## src/rtl/program_run_ctrl_pkg.sv

```systemverilog
// Shared definitions for the program load/run controller: command bytes,
// FSM state encoding and the load-terminating instruction word.
package program_run_ctrl_pkg;

    localparam logic [7:0] CMD_LOAD = 8'h4C;
    localparam logic [7:0] CMD_CONT = 8'h43;
    localparam logic [7:0] CMD_STEP = 8'h53;
    localparam logic [7:0] CMD_NEXT = 8'h4E;
    localparam logic [7:0] CMD_END  = 8'h45;

    localparam logic [31:0] HALT_WORD = 32'hFFFF_FFFF;

    typedef enum logic [2:0] {
        ST_IDLE     = 3'd0,
        ST_LOAD     = 3'd1,
        ST_RUN_CONT = 3'd2,
        ST_RUN_STEP = 3'd3,
        ST_DONE     = 3'd4
    } state_e;

endpackage

```

## src/rtl/program_run_ctrl_word_assembler.sv

```systemverilog
// Packs a stream of bytes MSB-first into words; word_ready pulses for one
// cycle, the cycle after the byte that completes a word.
module program_run_ctrl_word_assembler #(
    parameter int N_BITS = 32,
    parameter int N_BYTE = 8
) (
    input  logic              clk,
    input  logic              rst,
    input  logic              clear,
    input  logic [N_BYTE-1:0] i_byte,
    input  logic              i_strobe,
    output logic [N_BITS-1:0] o_word,
    output logic              o_word_ready
);

    localparam int BYTES_PER_WORD = N_BITS / N_BYTE;
    localparam int CNT_BITS       = $clog2(BYTES_PER_WORD);

    logic [CNT_BITS-1:0] cnt_q, cnt_d;
    logic [N_BITS-1:0]   word_q, word_d;
    logic                ready_q, ready_d;

    always_comb begin
        cnt_d   = cnt_q;
        word_d  = word_q;
        ready_d = 1'b0;
        if (clear) begin
            cnt_d  = '0;
            word_d = '0;
        end else if (i_strobe) begin
            word_d = {word_q[N_BITS-N_BYTE-1:0], i_byte};
            if (cnt_q == CNT_BITS'(BYTES_PER_WORD - 1)) begin
                ready_d = 1'b1;
                cnt_d   = '0;
            end else begin
                cnt_d = cnt_q + 1'b1;
            end
        end
    end

    always_ff @(posedge clk) begin
        if (rst) begin
            cnt_q   <= '0;
            word_q  <= '0;
            ready_q <= 1'b0;
        end else begin
            cnt_q   <= cnt_d;
            word_q  <= word_d;
            ready_q <= ready_d;
        end
    end

    assign o_word       = word_q;
    assign o_word_ready = ready_q;

endmodule

```

## src/rtl/program_run_ctrl.sv

```systemverilog
// Debug-side sequencer: loads instruction memory from UART bytes, then
// gates the fetch/pipeline valid in continuous or single-step mode.
module program_run_ctrl
    import program_run_ctrl_pkg::*;
#(
    parameter int N_BITS    = 32,
    parameter int N_BYTE    = 8,
    parameter int MEM_DEPTH = 2048,
    parameter int ADDR_BITS = 11
) (
    input  logic                 i_clock,
    input  logic                 i_reset,
    input  logic [N_BYTE-1:0]    i_rx_data,
    input  logic                 i_rx_done,
    input  logic                 i_pipeline_halt,
    output logic                 o_mem_wr_en,
    output logic [ADDR_BITS-1:0] o_mem_addr,
    output logic [N_BITS-1:0]    o_mem_data,
    output logic                 o_valid,
    output logic                 o_pipe_reset,
    output logic                 o_loaded,
    output logic                 o_load_overflow,
    output logic                 o_done,
    output logic [2:0]           o_state
);

    localparam logic [ADDR_BITS-1:0] LAST_ADDR = ADDR_BITS'(MEM_DEPTH - 1);

    state_e                 state_q, state_d;
    logic [ADDR_BITS-1:0]   addr_q, addr_d;
    logic                   loaded_q, loaded_d;
    logic                   ovf_q, ovf_d;
    logic                   valid_q, valid_d;
    logic                   prst_q, prst_d;
    logic                   done_q, done_d;
    logic                   asm_clear;
    logic                   asm_strobe;
    logic [N_BITS-1:0]      asm_word;
    logic                   asm_ready;

    assign asm_strobe = i_rx_done && (state_q == ST_LOAD);

    program_run_ctrl_word_assembler #(
        .N_BITS (N_BITS),
        .N_BYTE (N_BYTE)
    ) u_asm (
        .clk          (i_clock),
        .rst          (i_reset),
        .clear        (asm_clear),
        .i_byte       (i_rx_data),
        .i_strobe     (asm_strobe),
        .o_word       (asm_word),
        .o_word_ready (asm_ready)
    );

    always_comb begin
        state_d   = state_q;
        addr_d    = addr_q;
        loaded_d  = loaded_q;
        ovf_d     = ovf_q;
        valid_d   = 1'b0;
        prst_d    = 1'b0;
        asm_clear = 1'b0;
        case (state_q)
            ST_IDLE: begin
                if (i_rx_done) begin
                    if (i_rx_data == CMD_LOAD) begin
                        state_d   = ST_LOAD;
                        loaded_d  = 1'b0;
                        ovf_d     = 1'b0;
                        addr_d    = '0;
                        asm_clear = 1'b1;
                    end else if (loaded_q && (i_rx_data == CMD_CONT)) begin
                        state_d = ST_RUN_CONT;
                        prst_d  = 1'b1;
                    end else if (loaded_q && (i_rx_data == CMD_STEP)) begin
                        state_d = ST_RUN_STEP;
                        prst_d  = 1'b1;
                    end
                end
            end
            ST_LOAD: begin
                // asm_ready is the write cycle; decide the outcome as it retires
                if (asm_ready) begin
                    if (asm_word == HALT_WORD) begin
                        state_d  = ST_IDLE;
                        loaded_d = 1'b1;
                    end else if (addr_q == LAST_ADDR) begin
                        state_d  = ST_IDLE;
                        loaded_d = 1'b1;
                        ovf_d    = 1'b1;
                    end
                    if (addr_q != LAST_ADDR) begin
                        addr_d = addr_q + 1'b1;
                    end
                end
            end
            ST_RUN_CONT: begin
                // halt may still be asserted from the previous run while the
                // pipeline is being reset, so it is ignored in that cycle
                if (!prst_q && i_pipeline_halt) begin
                    state_d = ST_DONE;
                end else begin
                    valid_d = 1'b1;
                end
            end
            ST_RUN_STEP: begin
                if (!prst_q && i_pipeline_halt) begin
                    state_d = ST_DONE;
                end else if (i_rx_done && (i_rx_data == CMD_END)) begin
                    state_d = ST_DONE;
                end else if (i_rx_done && (i_rx_data == CMD_NEXT)) begin
                    valid_d = 1'b1;
                end
            end
            ST_DONE: begin
                state_d = ST_IDLE;
            end
            default: begin
                state_d = ST_IDLE;
            end
        endcase
        if (state_d == ST_LOAD) begin
            prst_d = 1'b1;
        end
        done_d = (state_d == ST_DONE);
    end

    always_ff @(posedge i_clock) begin
        if (i_reset) begin
            state_q  <= ST_IDLE;
            addr_q   <= '0;
            loaded_q <= 1'b0;
            ovf_q    <= 1'b0;
            valid_q  <= 1'b0;
            prst_q   <= 1'b0;
            done_q   <= 1'b0;
        end else begin
            state_q  <= state_d;
            addr_q   <= addr_d;
            loaded_q <= loaded_d;
            ovf_q    <= ovf_d;
            valid_q  <= valid_d;
            prst_q   <= prst_d;
            done_q   <= done_d;
        end
    end

    assign o_mem_wr_en     = asm_ready;
    assign o_mem_addr      = addr_q;
    assign o_mem_data      = asm_word;
    assign o_valid         = valid_q;
    assign o_pipe_reset    = prst_q;
    assign o_loaded        = loaded_q;
    assign o_load_overflow = ovf_q;
    assign o_done          = done_q;
    assign o_state         = state_q;

endmodule

```

## config.mk

```make
export PLATFORM = sky130hd
export DESIGN_NAME = program_run_ctrl
export DESIGN_NICKNAME = d
export VERILOG_FILES = /design/src/rtl/program_run_ctrl_pkg.sv /design/src/rtl/program_run_ctrl_word_assembler.sv /design/src/rtl/program_run_ctrl.sv
export SDC_FILE = /design/constraint.sdc
export NUM_CORES = 1
export LEC_CHECK = 0
export CAP_MARGIN = 5
export CORE_ASPECT_RATIO = 0.6
export CORE_UTILIZATION = 50
export CTS_BUF_LIST = sky130_fd_sc_hd__clkbuf_4
export DETAILED_ROUTE_END_ITERATION = 16
export PLACE_DENSITY = 0.84
export SLEW_MARGIN = 15
export SYNTH_ARGS = -nofsm -noshare
export SYNTH_HDL_FRONTEND = slang
export SYNTH_SLANG_ARGS = --single-unit
```

## constraint.sdc

```tcl
create_clock -name i_clock -period 4.75 [get_ports i_clock]
set_input_delay 0.475 -clock i_clock [delete_from_list [all_inputs] [get_ports i_clock]]
set_output_delay 0.475 -clock i_clock [all_outputs]
set_load 0.05 [all_outputs]
```

==> results.yml, run 1 <==
critical_path:
  arrival_ns: 2.94
  critPathLaunchType: "primary input"
  worstSetupEndpointType: "flop"
  crit_fanout: 25
  path_class: "primary input to flop"
  required_ns: 5.02
yosys:
  synth-edff-count: 0
  yosysSeqAreaShare_pct: 49.17
  synthArstFlopShare_pct: 0
  synth_common_cells: "nand2_1 (78), dfxtp_1 (54), a21oi_1 (44)"
  synth_area_leaders: "dfxtp_1 (49%), nand2_1 (13%), a21oi_1 (10%)"
  synth_top_area_share_pct: 49.17
  synth_cell_types: 36
  avgSynthCellArea_sq_um: 8.053
  synth_top_area_cell: "dfxtp_1"
  syn_inst: 273
  synth_area_sq_um: 2198
  synthFlopType: "dfxtp_1"
  ys_warn_count: 0
  syn-num-nets: 287
  synth_most_common_cell: "nand2_1"
  ys_ff_latch: 54
route:
  drtAntennaViolNets: 0
  vias_per_cell: 5.437
  wire_per_inst_um: 14.14
  drcViolationCount: 0
  first_pass_iters: 4
  first_iter_violations: 128
  num_vias: 2115
  totalWireLength_um: 5501
layout:
  instances_no_fill: 389
  drive_gt1_share_pct: 3.951
  area_growth_pct: 31.59
  fin_nets: 343
  diodes: 0
clock_tree:
  clk_latency_ns: 0.37
  cts_setup_buffers: 0
  clkTransAtPathRegs_ns: 0.14
  cts_buffers: 5
  cts_hold_buf: 0
  cts_buffer_depth: 2
  htree_levels: 2
  clockRootBuffer: "clkbuf_4"
  cts_resized: 0
  cts_sinks: 54
  cts_tree: "yes"
sta:
  setup_violations: 0
  finalCritPeriodShare_pct: 56.10
  relSlewSlack_pct: 24.54
  tns_ns: 0
  tightest_slew_ns: 1.132
  fin_crit_ns: 2.665
  slew_viol_final: 0
  max_freq_ghz: 0.3753
  setup_ws_ns: 2.085
  clock_skew_ns: 0.007859
  rsz0062_at_grt: "no"
  finalHoldViolations: 0
floorplanning:
  die_area_sq_um: 4674
  io_pins: 64
  core_sq_um: 4167
  die_y_um: 53.36
  die_w_um: 87.60
  initial_core_util_pct: 52.76
  rows: 18
placement:
  dp.cells: 382
  gp_congestion: 0.8293
  hpwl_um: 3960
  pre_cts_ws_ns: 1.663
  portBuffers: 63
global_route:
  grt_max_degree: 36
  grt_pass1_vias: 1821
  grt-ovfl-total: 0
  grt_pass1_wl_um: 8735
  grt.total_usage_pct: 25.48
  antenna_found_initial: 0
pwr:
  switching_share_pct: 21.38
  seq_power_share_pct: 67.0
  p_leak_nw: 0.9105
  netSwitchingPower_w: 0.0001445
  pwr_density_cell_nw_per_um2: 233.7
  p_comb_share_pct: 3.5
  irDropWorstVdd_mv: 0.1267
  power_frac_clock_pct: 29.5
  p_int_w: 0.0005316
flow_run:
  max_cap_violations: 0
hold_path:
  hold_class: "flop to flop"
run_status:
  status: "finished clean"
==> power groups by stage <==
stage,combinational (W),sequential (W),clock [W]
after floorplan,0.0000105,0.000463,0
after global placement,0.0000232,0.000463,0
after detailed placement,0.0000234,0.000463,0
after CTS,0.0000236,0.000453,0.000202
after global routing,0.0000257,0.000453,0.000221
final,0.0000236,0.000453,0.000199
==> flip-flops by register name, summed over array words and instances (netlist names) <==
| register | flops |
|---|---|
| o_pipe_reset | 1 |
| o_state | 3 |
| u_asm.o_word_ready | 1 |
| u_asm.o_word | 32 |
| o_done | 1 |
| o_valid | 1 |
| o_load_overflow | 1 |
| u_asm.cnt_q | 2 |
| o_mem_addr | 11 |
| o_loaded | 1 |
==> cell families after synthesis <==
kind of cell	synth area share, %
AO/OA/AOI/OAI	14.34
XOR/XNOR	1.593
adder cells (fa/ha/maj)	1.138
buffers and inverters	4.098
flip-flops	49.17
AND/OR/NAND/NOR	29.65
==> worst max-delay path, cell delays in order <==
cell	delay, ns
clkdlybuf4s50_1	0.41
nand4bb_1	0.26
nor4_1	0.45
nand2_1	0.18
nand2b_1	0.68
buf_4	0.38
nor2_1	0.08
==> stage by stage <==
| stage | total power [W] | util [%] | hold WS [ns] | instance area, sq um |
|---|---|---|---|---|
| CTS | 0.0006791 | 69.43 | 0.4899 | 2893 |
| global route | 0.0007005 | 69.43 | 0.5178 | 2893 |
| global placement | 0.0004862 | 68.17 | 0.4479 | 2840 |
| detailed placement | 0.0004865 | 68.17 | 0.4718 | 2840 |
| finish | 0.0006762 | 69.43 | 0.4828 | 2893 |
| floorplan | 0.0004738 | - | 0.4400 | 2198 |
==> layout make-up <==
cell class	instances	area, sq um
multi-input cells	199	1027
fillers	328	1274
inverters	5	18.77
clock buffers	7	52.55
flip-flops and latches	54	1081
well taps	60	75.07
repair buffers	64	638.1
==> worst paths after layout <==
kind / endpoint / cells after the start / slack (ns) / from
worst min register to register: u_asm.cnt_q[1]$_SDFFE_PP0P_ / 2 / 0.48 / u_asm.cnt_q[1]$_SDFFE_PP0P_
worst max-delay path: o_mem_addr[3]$_SDFFE_PP0P_ / 7 / 2.09 / i_rx_data[7]
worst max register to register: o_mem_addr[3]$_SDFFE_PP0P_ / 5 / 2.40 / o_state[1]$_SDFF_PP0_
worst min-delay path: u_asm.cnt_q[1]$_SDFFE_PP0P_ / 2 / 0.48 / u_asm.cnt_q[1]$_SDFFE_PP0P_
==> per-layer routing <==
layer | global-route usage (%) | vias up | part of all wire, %
met3 | 6.396 | 6 | 9.3
met4 | 10.11 | 0 | 1.5
li1 | - | 1053 | -
met2 | 38.80 | 89 | 43
met5 | 0 | - | 0
met1 | 34.64 | 967 | 46
==> placed cells by master (no fill, tap or decap), types with 2 or more instances in the layout <==
cell type / synthesis / layout
nand2_1: 78 / 78
clkdlybuf4s50_1: 0 / 63
dfxtp_1: 54 / 54
a21oi_1: 44 / 44
nand4_1: 13 / 13
nor2_1: 12 / 12
clkbuf_4: 0 / 7
nor3_1: 5 / 5
inv_1: 5 / 5
nand3_1: 5 / 5
nor4_1: 4 / 4
or4_1: 4 / 4
xor2_1: 4 / 4
nand2b_1: 3 / 3
o31ai_1: 3 / 3
o21ai_0: 3 / 3
and2_1: 2 / 2
nand4bb_1: 2 / 2
ha_1: 2 / 2
Power figures use the tool's default switching activity.
==> inputs of run 2 (changes only) <==
--- a/config.mk
+++ b/config.mk
@@ -7,10 +7,10 @@
 export LEC_CHECK = 0
 export CAP_MARGIN = 5
 export CORE_ASPECT_RATIO = 0.6
-export CORE_UTILIZATION = 50
+export CORE_UTILIZATION = 44
 export CTS_BUF_LIST = sky130_fd_sc_hd__clkbuf_4
 export DETAILED_ROUTE_END_ITERATION = 16
-export PLACE_DENSITY = 0.84
+export PLACE_DENSITY = 0.78
 export SLEW_MARGIN = 15
 export SYNTH_ARGS = -nofsm -noshare
 export SYNTH_HDL_FRONTEND = slang
==> constraint.sdc (replaced) <==
create_clock -name i_clock -period 2.2 [get_ports i_clock]
set_input_delay 0.22 -clock i_clock [delete_from_list [all_inputs] [get_ports i_clock]]
set_output_delay 0.22 -clock i_clock [all_outputs]
set_load 0.05 [all_outputs]
==> results.yml, run 2 (synthesis results as in run 1) <==
pwr:
  irDropWorstVdd_mv: 0.3181
  pwr_density_cell_nw_per_um2: 528.4
  p_leak_nw: 0.9650
global_route:
  grt_util_met1_pct: 32.80
  top_usage_layer: "met2"
  grt-ovfl-total: 0
  grt_use_met3_pct: 5.014
  grt_max_degree: 32
  met2_usage_pct: 33.09
  grt.total_usage_pct: 22.68
  grt_pass1_wl_um: 9211
  grt_pass1_vias: 1884
  antenna_found_initial: 0
hold_path:
  min_from: "i_rx_data[5]"
  hold_class: "primary input to flop"
clock_tree:
  cts_buffers: 5
  cts_buffer_depth: 2
  clockRootBuffer: "clkbuf_4"
  cts_setup_buffers: 0
  clk_latency_ns: 0.38
  cts_resized: 0
  clkTransAtPathRegs_ns: 0.16
  cts_tree: "yes"
  cts_hold_buf: 0
  htree_levels: 2
  cts_sinks: 54
route:
  num_vias: 2122
  first_pass_iters: 4
  drcViolationCount: 0
  first_iter_violations: 149
  wire_per_inst_um: 14.33
  vias_per_cell: 5.305
  totalWireLength_um: 5732
  drtAntennaViolNets: 0
critical_path:
  critPathLaunchType: "flop"
  arrival_ns: 2.34
  reg2reg_from: "o_state[0]$_SDFF_PP0_"
  crit_fanout: 9
  worstSetupEndpointType: "flop"
  startpoint: "o_state[0]$_SDFF_PP0_"
  required_ns: 2.51
  path_class: "flop to flop"
sta:
  relSlewSlack_pct: 64.61
  tns_ns: 0
  slew_viol_final: 0
  max_freq_ghz: 0.4942
  finalCritPeriodShare_pct: 91.98
  rsz0062_at_grt: "no"
  setup_ws_ns: 0.1765
  setup_violations: 0
  fin_crit_ns: 2.023
  finalHoldViolations: 0
  holdWs_ns: 0.4007
  tightest_slew_ns: 0.5292
  clock_skew_ns: 0.01543
placement:
  post_dp_cell_area_sq_um: 2912
  portBuffers: 63
  pre_cts_ws_ns: 0.1854
  hpwl_um: 4271
  gp_congestion: 0.8984
  dp.cells: 392
floorplanning:
  rows: 19
  io_pins: 64
  die_y_um: 56.75
  initial_core_util_pct: 46.94
  core_sq_um: 4683
  die_area_sq_um: 5292
  die_w_um: 93.26
run_status:
  status: "finished clean"
layout:
  drive_gt1_share_pct: 6.825
  area_growth_pct: 35.97
  final_common_cell: "nand2_1"
  largest_reg_flops: 32
  diodes: 0
  fin_nets: 350
  fillers: 417
  layout_common_cells: "nand2_1 (78), clkdlybuf4s50_1 (63), dfxtp_1 (52)"
  final_area_sq_um: 2989
  instances_no_fill: 400
flow_run:
  max_cap_violations: 0
[run 2: stage by stage]
stage	power, W	util, %
floorplan	0.001023	-
global placement	0.001054	62.17
detailed placement	0.001055	62.17
CTS	0.001588	63.83
global route	0.001644	63.83
finish	0.001579	63.83
[run 2: power breakdown]
| part | switching, W | internal, W | leakage (nW) |
|---|---|---|---|
| Sequential | 0.000000254 | 0.000979 | 0.436 |
| Clock | 0.000309 | 0.000236 | 0.0450 |
| Combinational | 0.0000288 | 0.0000268 | 0.484 |
| Total | 0.000338 | 0.00124 | 0.965 |
[run 2: worst paths after layout]
kind                                  end  slack (ns)  cells past startpoint
max            o_mem_addr[7]$_SDFFE_PP0P_        0.18                      5
min reg2reg   u_asm.cnt_q[1]$_SDFFE_PP0P_        0.48                      2
min          u_asm.o_word[5]$_SDFFE_PP0P_        0.40                      3
max reg2reg    o_mem_addr[7]$_SDFFE_PP0P_        0.18                      5
[run 2: area by class of cell]
class	count	area (sq um)	area share, %
inverters	5	18.77	0.6279
well taps	63	78.83	2.637
clock inverters	3	40.04	1.339
flip-flops and latches	54	1084	36.25
repair buffers	71	703.2	23.52
multi-input cells	199	1027	34.37
clock buffers	5	37.54	1.256
[run 2: metal layers]
layer / share of wire [%] / wire (um) / vias to the layer above
li1: - / - / 1060
met1: 49 / 2830 / 974
met2: 43 / 2473 / 78
met3: 6.1 / 352 / 10
met4: 1.3 / 76 / 0
met5: 0 / 0 / -
[run 2: critical path: stages, from the launching register on]
cell and delay (ns):
dfxtp_1 0.46, nor3b_4 0.31, and2_1 0.38, nand2_4 0.14
or4_1 0.52, a21oi_1 0.14
